==> src/rtl/ysyx_22051013_axi_rd_arbiter_pkg.sv <==
// Shared constants for the two-master AXI read arbiter: response codes,
// master indices and the arbiter FSM encoding.
package ysyx_22051013_axi_rd_arbiter_pkg;

    localparam logic [1:0] RESP_OKAY   = 2'b00;
    localparam logic [1:0] RESP_EXOKAY = 2'b01;
    localparam logic [1:0] RESP_SLVERR = 2'b10;
    localparam logic [1:0] RESP_DECERR = 2'b11;

    localparam logic IFU = 1'b0;
    localparam logic LSU = 1'b1;

    typedef enum logic [1:0] {
        ST_IDLE = 2'd0,
        ST_AR   = 2'd1,
        ST_R    = 2'd2
    } state_e;

endpackage

==> src/rtl/ysyx_22051013_rr_arb2.sv <==
// Two-request round-robin grant: a lone requester wins outright, and on a
// tie the master that was not served last wins.
module ysyx_22051013_rr_arb2
    import ysyx_22051013_axi_rd_arbiter_pkg::*;
(
    input  logic [1:0] req,
    input  logic       last_grant,
    output logic       gnt_valid,
    output logic       gnt_idx
);

    always_comb begin
        gnt_valid = |req;
        gnt_idx   = (req == 2'b11) ? ~last_grant : req[LSU];
    end

endmodule

==> src/rtl/ysyx_22051013_axi_rd_arbiter.sv <==
// Arbitrates the IFU and LSU AXI read masters onto one memory read port,
// one outstanding transaction at a time, with round-robin priority on ties.
module ysyx_22051013_axi_rd_arbiter
    import ysyx_22051013_axi_rd_arbiter_pkg::*;
#(
    parameter int ADDR_W = 64,
    parameter int DATA_W = 64
) (
    input  logic              clk,
    input  logic              rst,

    input  logic [ADDR_W-1:0] ifu_ar_addr,
    input  logic              ifu_ar_valid,
    output logic              ifu_ar_ready,
    output logic [DATA_W-1:0] ifu_r_data,
    output logic [1:0]        ifu_r_resp,
    output logic              ifu_r_valid,
    input  logic              ifu_r_ready,

    input  logic [ADDR_W-1:0] lsu_ar_addr,
    input  logic              lsu_ar_valid,
    output logic              lsu_ar_ready,
    output logic [DATA_W-1:0] lsu_r_data,
    output logic [1:0]        lsu_r_resp,
    output logic              lsu_r_valid,
    input  logic              lsu_r_ready,

    output logic [ADDR_W-1:0] mem_ar_addr,
    output logic              mem_ar_valid,
    input  logic              mem_ar_ready,
    input  logic [DATA_W-1:0] mem_r_data,
    input  logic [1:0]        mem_r_resp,
    input  logic              mem_r_valid,
    output logic              mem_r_ready
);

    state_e state_q, state_d;
    logic   grant_q, grant_d;
    logic   last_grant_q, last_grant_d;

    logic   gnt_valid, gnt_idx;

    // Signals for whichever master currently holds the grant.
    logic              ar_ready_g;
    logic              r_valid_g;
    logic              r_ready_g;
    logic [DATA_W-1:0] r_data_g;
    logic [1:0]        r_resp_g;

    ysyx_22051013_rr_arb2 u_rr_arb2 (
        .req        ({lsu_ar_valid, ifu_ar_valid}),
        .last_grant (last_grant_q),
        .gnt_valid  (gnt_valid),
        .gnt_idx    (gnt_idx)
    );

    always_comb begin
        // NOTE: every output of this block gets a default first, so no path can infer a latch.
        state_d      = state_q;
        grant_d      = grant_q;
        last_grant_d = last_grant_q;
        mem_ar_valid = 1'b0;
        mem_ar_addr  = '0;
        ar_ready_g   = 1'b0;
        r_valid_g    = 1'b0;
        r_ready_g    = 1'b0;
        r_data_g     = '0;
        r_resp_g     = RESP_OKAY;

        case (state_q)
            ST_IDLE: begin
                if (gnt_valid) begin
                    grant_d = gnt_idx;
                    state_d = ST_AR;
                end
            end
            ST_AR: begin
                mem_ar_valid = 1'b1;
                mem_ar_addr  = (grant_q == LSU) ? lsu_ar_addr : ifu_ar_addr;
                ar_ready_g   = mem_ar_ready;
                if (mem_ar_ready) state_d = ST_R;
            end
            ST_R: begin
                r_ready_g = (grant_q == LSU) ? lsu_r_ready : ifu_r_ready;
                r_valid_g = mem_r_valid;
                r_data_g  = mem_r_data;
                r_resp_g  = mem_r_resp;
                if (mem_r_valid && r_ready_g) begin
                    last_grant_d = grant_q;
                    state_d      = ST_IDLE;
                end
            end
            default: state_d = ST_IDLE;
        endcase
    end

    assign mem_r_ready  = r_ready_g;

    assign ifu_ar_ready = (grant_q == IFU) && ar_ready_g;
    assign ifu_r_valid  = (grant_q == IFU) && r_valid_g;
    assign ifu_r_data   = (grant_q == IFU) ? r_data_g : '0;
    assign ifu_r_resp   = (grant_q == IFU) ? r_resp_g : RESP_OKAY;

    assign lsu_ar_ready = (grant_q == LSU) && ar_ready_g;
    assign lsu_r_valid  = (grant_q == LSU) && r_valid_g;
    assign lsu_r_data   = (grant_q == LSU) ? r_data_g : '0;
    assign lsu_r_resp   = (grant_q == LSU) ? r_resp_g : RESP_OKAY;

    // Reset abandons any transaction in flight; last_grant = IFU lets the LSU win the first tie.
    always_ff @(posedge clk) begin
        // NOTE: state registers use non-blocking assignments so every flop samples pre-edge values.
        if (!rst) begin
            state_q      <= ST_IDLE;
            grant_q      <= IFU;
            last_grant_q <= IFU;
        end else begin
            state_q      <= state_d;
            grant_q      <= grant_d;
            last_grant_q <= last_grant_d;
        end
    end

endmodule

==> config.mk <==
export PLATFORM = sky130hd
export DESIGN_NAME = ysyx_22051013_axi_rd_arbiter
export DESIGN_NICKNAME = d
export VERILOG_FILES = /design/src/rtl/ysyx_22051013_axi_rd_arbiter_pkg.sv /design/src/rtl/ysyx_22051013_rr_arb2.sv /design/src/rtl/ysyx_22051013_axi_rd_arbiter.sv
export SDC_FILE = /design/constraint.sdc
export NUM_CORES = 1
export LEC_CHECK = 0
export CORE_AREA = 4 4 156 158
export DETAILED_ROUTE_END_ITERATION = 10
export DIE_AREA = 0 0 160 162
export PLACE_DENSITY = 0.46
export SLEW_MARGIN = 10
export SYNTH_ARGS = -nofsm -noshare
export SYNTH_HDL_FRONTEND = slang
export SYNTH_HIERARCHICAL = 1
export SYNTH_SLANG_ARGS = --single-unit
==> constraint.sdc <==
create_clock -name clk -period 1.4 [get_ports clk]
set_input_delay 0.21 -clock clk [delete_from_list [all_inputs] [get_ports clk]]
set_output_delay 0.21 -clock clk [all_outputs]
set_load 0.05 [all_outputs]
* After elaboration in Yosys (flattened, before gate mapping)
Cells that the tools add are included.
** Operators by class
- Multiplexer cells :: 18
- Eq/ne operators :: 6
- Divide/modulo/power cells :: 0
- Shift-type cells :: 0
- Bitwise operators :: 2
- Add/subtract/negate cells :: 0
- Reduce and logical (&&, ||, !) cells :: 10
- $lt $le $gt $ge :: 0
- Multiply operators :: 0
** Operators by type and width (count)
- $mux 64 :: 5
- $mux 2 :: 6
- $mux 1 :: 6
- $ne 2x2->1 const B :: 3
- $pmux 2 s3 :: 1
- $logic_and 1x1->1 :: 5
- $eq 2x2->1 const B :: 2
- $reduce_and 2->1 :: 2
- $reduce_and 3->1 :: 1
- $eq 2x1->1 const B :: 1
- $logic_not 2->1 :: 1
- $not 1->1 :: 2
- $reduce_or 2->1 :: 1
** Word-level totals
- Word-level logic and storage cells :: 39
- Bits in latches :: 0
- Memory bits (read-only) :: 0
- Register bits after elaboration :: 4
- RAM bits :: 0
- Output and inout port bits :: 202
- Memories kept :: 0
- Input port bits :: 202

* Longest topological paths before layout
- Depth after elaboration :: 4
- Depth in mapped cells :: 5
- Gate-level depth less buffers :: 4

* By module
The synthesis kept the hierarchy.
** By module, submodules not included
- ysyx_22051013_axi_rd_arbiter :: times used 1, area an instance 2187.1 µm², cells an instance 327, sequential area each 80.1 µm²
- ysyx_22051013_rr_arb2 :: times used 1, area an instance 13.8 µm², cells an instance 2, sequential area each 0.0 µm²

* Worst setup path after synthesis
Ideal clock, no wire load.
- Path type :: flip-flop to output port
- Start point :: reg grant_q
- End point :: out ifu_r_valid
- Arrival time :: 1829 ps
- Slack :: -639 ps
- Cell stages (with the launch flop) :: 5
- Path buffers :: 3
- Required time :: 1190 ps
- Cell sequence :: dfxtp_1 > buf_2 > buf_4 > clkbuf_1 > nor3_1
** Between the ends
- Longest elaborated chain between the ends :: 2
** Ends and longest elaborated chain
- start: declaration :: RTL line ysyx_22051013_axi_rd_arbiter.sv:38 : logic grant_q, grant_d;
- start signal: assignment :: RTL line ysyx_22051013_axi_rd_arbiter.sv:118 : grant_q <= grant_d;
- $not 1->1
- $logic_and 1x1->1 :: RTL line ysyx_22051013_axi_rd_arbiter.sv:100 : assign ifu_r_valid = (grant_q == IFU) && r_valid_g;
- end: declaration :: RTL line ysyx_22051013_axi_rd_arbiter.sv:17 : output logic ifu_r_valid,
No other way between the ends.

* Worst setup path after layout
- Start point :: reg grant_q
- End point :: out lsu_r_data[37]
** Between the ends
- Longest elaborated chain between the ends :: 1
** Ends and longest elaborated chain
- $mux 64 :: RTL line ysyx_22051013_axi_rd_arbiter.sv:106 : assign lsu_r_data = (grant_q == LSU) ? r_data_g : '0;
- end: declaration :: RTL line ysyx_22051013_axi_rd_arbiter.sv:23 : output logic [DATA_W-1:0] lsu_r_data,
No other way between the ends.

==> impl_results.md <==
* Setup violations, final at 202
* Setup TNS at -50.21 ns
* Top-count cell post-synth: and3_1
* Chip width at approximately 160 um
* Total leakage power at just under 4 nW
* Top Usage Layer GRT: met2
* Maximum vdd drop at 282 uV
* DP Cell Count at 1017
* Slowest CP cell: dfxtp_4
* Slew HR at 82.3%
* CP Capture Type: output port
* Clock latency on the worst-skew pair at ~0.23 ns
* First-pass GRT wire length at approximately 27 mm
* Worst min path class: reg -> reg
* Row cnt at 56
* DR vias/cell at slightly below 4
* Final Worst Setup Slack at -0.320 ns
* Core area at 23100 um2
* Area Overhead vs Synth at 340%
* # DRC at 0
* Seq/Total Area, Yosys at 3.64%
* Fin nets at 957
* Status: finished with violations
* Drt total wl at about 19 mm
* Slew Limit Fails at 0
* Dpl cell area at 8250 um2
* H-tree depth at 1
* Post-synthesis cell type count at 25
* Setup slack, reg-to-reg at ~0.050 ns
* Pwr Density at about 440 nW/um2
* CP dominant cell by count: buf_12
* Antenna Nets Post-Route at 0
* GRT met3 Usage at around 4.6%
* Vias at just over 4000
* CP delay by family, top: buffers and inverters
* Crit path buf inv count at 5
* FFs w/ async S/R, synth at 0%
* Synthesized Nets at 531
* Initial antenna violation count at 2
* Worst EP required at between 1 and 1.5 ns
* CTS Hold Bufs at 0
* Synth area leaders: mux2i_1 (30%), and3_1 (19%), and2_1 (19%)
* Worst-Margin Slew at approximately 0.26 ns
* Pre-Repair DR Iteration Count at 4
* Largest fanout on the critical path at 18
* YS warnings at 6
* First-iteration detailed-routing DRC count at 90
* Worst endpoint data arrival time at around 1.5 ns
* Ports at ~400
* FMAX at between 0.5 and 0.6 GHz
* Syn avg cell area at between 6 and 7 um2
* Clk sink count at 4
* Largest net degree at the start of global routing at 47
* Post-synth EDFFs at 0
* Tot GR Track Use at around 13%
* Synth Cell Area at about 2200 um2
* Layout cells sized above 1 at between 60% and 70%
* Clk root buf: clkbuf_16
* RePlAce Congestion at slightly below 0.8
* Critical path's largest stage delay at 0.35 ns
* Met1 Use GR at about an eighth
* Failing checks: negative setup slack
* Gate Count Post-Synth at about 330
* Die ar. at ~26000 um2
* Initial Utilization at under 10%
* Ys flop type: dfxtp_1
* Post-synth top area share at ~30%
* Die Y at about 160 um
* Port Buffers at around 400
* RSZ-0062 raised after global routing: true
* Area leader, netlist: mux2i_1
* Fin cells at roughly 1000
* GRT overflow at 0
* CP Cell Sequence: buf_4 > buf_12 > clkbuf_16 > buf_16 > and3_2 > buf_12
* Wirelength per Cell at between 15 and 20 um
* Hold Fails Final Rpt at 0
* Clk buf depth at 2
* Final HPWL DP at 15.4 mm
* Top cells by count, synth: and3_1 (68), mux2i_1 (67), and2_1 (66), nor2_1 (66)
* WS Path Type: reg -> out
* Global-route met2 utilization at roughly a quarter
* Total CTS buffers at 3
* MaxCap Viol Count at 0
* Startpoint types: flop
* Period minus WS final at approximately 1.7 ns
* Final period utilization at 123%
* CTS tree: built
* Synthesis-stage register bit count at 4
* Finished layout cell area at approximately 9700 um2
* Clk pin slew, worst setup/hold paths at 0.03 ns
* Worst Skew at approximately 0.00033 ns
* Number of global-route vias before repair at about 4300
==> metal layers <==
| metal | routed length, um | up-vias |
|---|---|---|
| met2 | 10500 | 248 |
| met1 | 6650 | 1884 |
| met5 | 13 | - |
| met4 | 229 | 2 |
| met3 | 1790 | 6 |
| li1 | - | 1962 |
==> report_power, final <==
part / internal [mW] / switching [mW]
sequential: 0.123 / 0.00999
combinational: 1.90 / 1.72
clock: 0.377 / 0.0918
total: 2.40 / 1.83
==> sequential cells by signal, indices dropped and copies added, names as in the netlist <==
name / cells
grant_q: 1
last_grant_q: 1
state_q: 2
==> cell type report <==
class | instances | area [um2]
antenna | 1 | 2.50
clock buffer | 4 | 78.8
fill | 2153 | 13400
inverter | 4 | 20.0
multi-input combinational | 284 | 2670
sequential | 4 | 88.8
tap | 290 | 363
timing repair buffer | 458 | 6460
==> kinds of logic (layout without fill, tap and decap cells) <==
group | count (synthesis) | in the layout | synth area share, %
flip-flops | 4 | 4 | 3.64
AND/OR/NAND/NOR | 212 | 212 | 53.2
AO/OA/AOI/OAI | 5 | 5 | 1.42
other | 0 | 1 | 0
buffers and inverters | 41 | 466 | 11.3
multiplexers | 67 | 67 | 30.5
==> placed cells by master, fill, tap and decap left out <==
cell             count
clkdlybuf4s50_1    201
buf_12             145
buf_8               50
nor2_2              49
and3_2              42
mux2i_1             40
and2_2              35
and2_4              27
and3_4              26
buf_6               26
buf_4               24
nor2_4              18
mux2i_4             14
mux2i_2             13
buf_16               8
clkbuf_16            7
and2_1               4
inv_1                3
nand2b_4             2
nor3b_1              2
a21boi_1             2
dfxtp_4              2
diode_2              1
inv_6                1
and2b_4              1
nor3_4               1
nand2_4              1
o21ai_1              1
nor2b_1              1
a31oi_1              1
nor4_1               1
o21ai_0              1
nor3_1               1
clkbuf_1             1
dfxtp_1              1
dfxtp_2              1
or2_1                1
==> stage by stage <==
| step | setup WS, ns | hold WS [ns] | power (mW) | utilization, % |
|---|---|---|---|---|
| 2_1_floorplan | -0.150 | 0.338 | 1.58 | - |
| 3_3_place_gp | -0.194 | 0.618 | 3.22 | 35.7 |
| 3_5_place_dp | -0.219 | 0.613 | 3.24 | 35.7 |
| 4_1_cts | -0.298 | 0.577 | 3.96 | 39.0 |
| 5_1_grt | -0.346 | 0.608 | 4.40 | 41.9 |
| 6_report | -0.320 | 0.582 | 4.23 | 41.9 |
==> final timing paths <==
path         startpoint             end  cells after the start
min          state_q[1]      state_q[0]                      2
max             grant_q  lsu_r_data[37]                      6
max reg2reg  state_q[0]      state_q[1]                      8
min reg2reg  state_q[1]      state_q[0]                      2
==> worst reg2reg max path, cell delays in order, from the launching register on <==
cell	delay (ns)
dfxtp_4	0.35
buf_6	0.10
nand2b_4	0.15
buf_6	0.18
inv_6	0.06
nand2_4	0.06
buf_4	0.14
buf_4	0.12
a21boi_1	0.11
==> repair_timing <==
action                     CTS  global route
resized for setup          150           100
cloned                       5             4
setup buffers                3            11
setup endpoints to repair  202           203
pin swaps                    8             9
No activity file was read; power rests on OpenSTA's default activity.
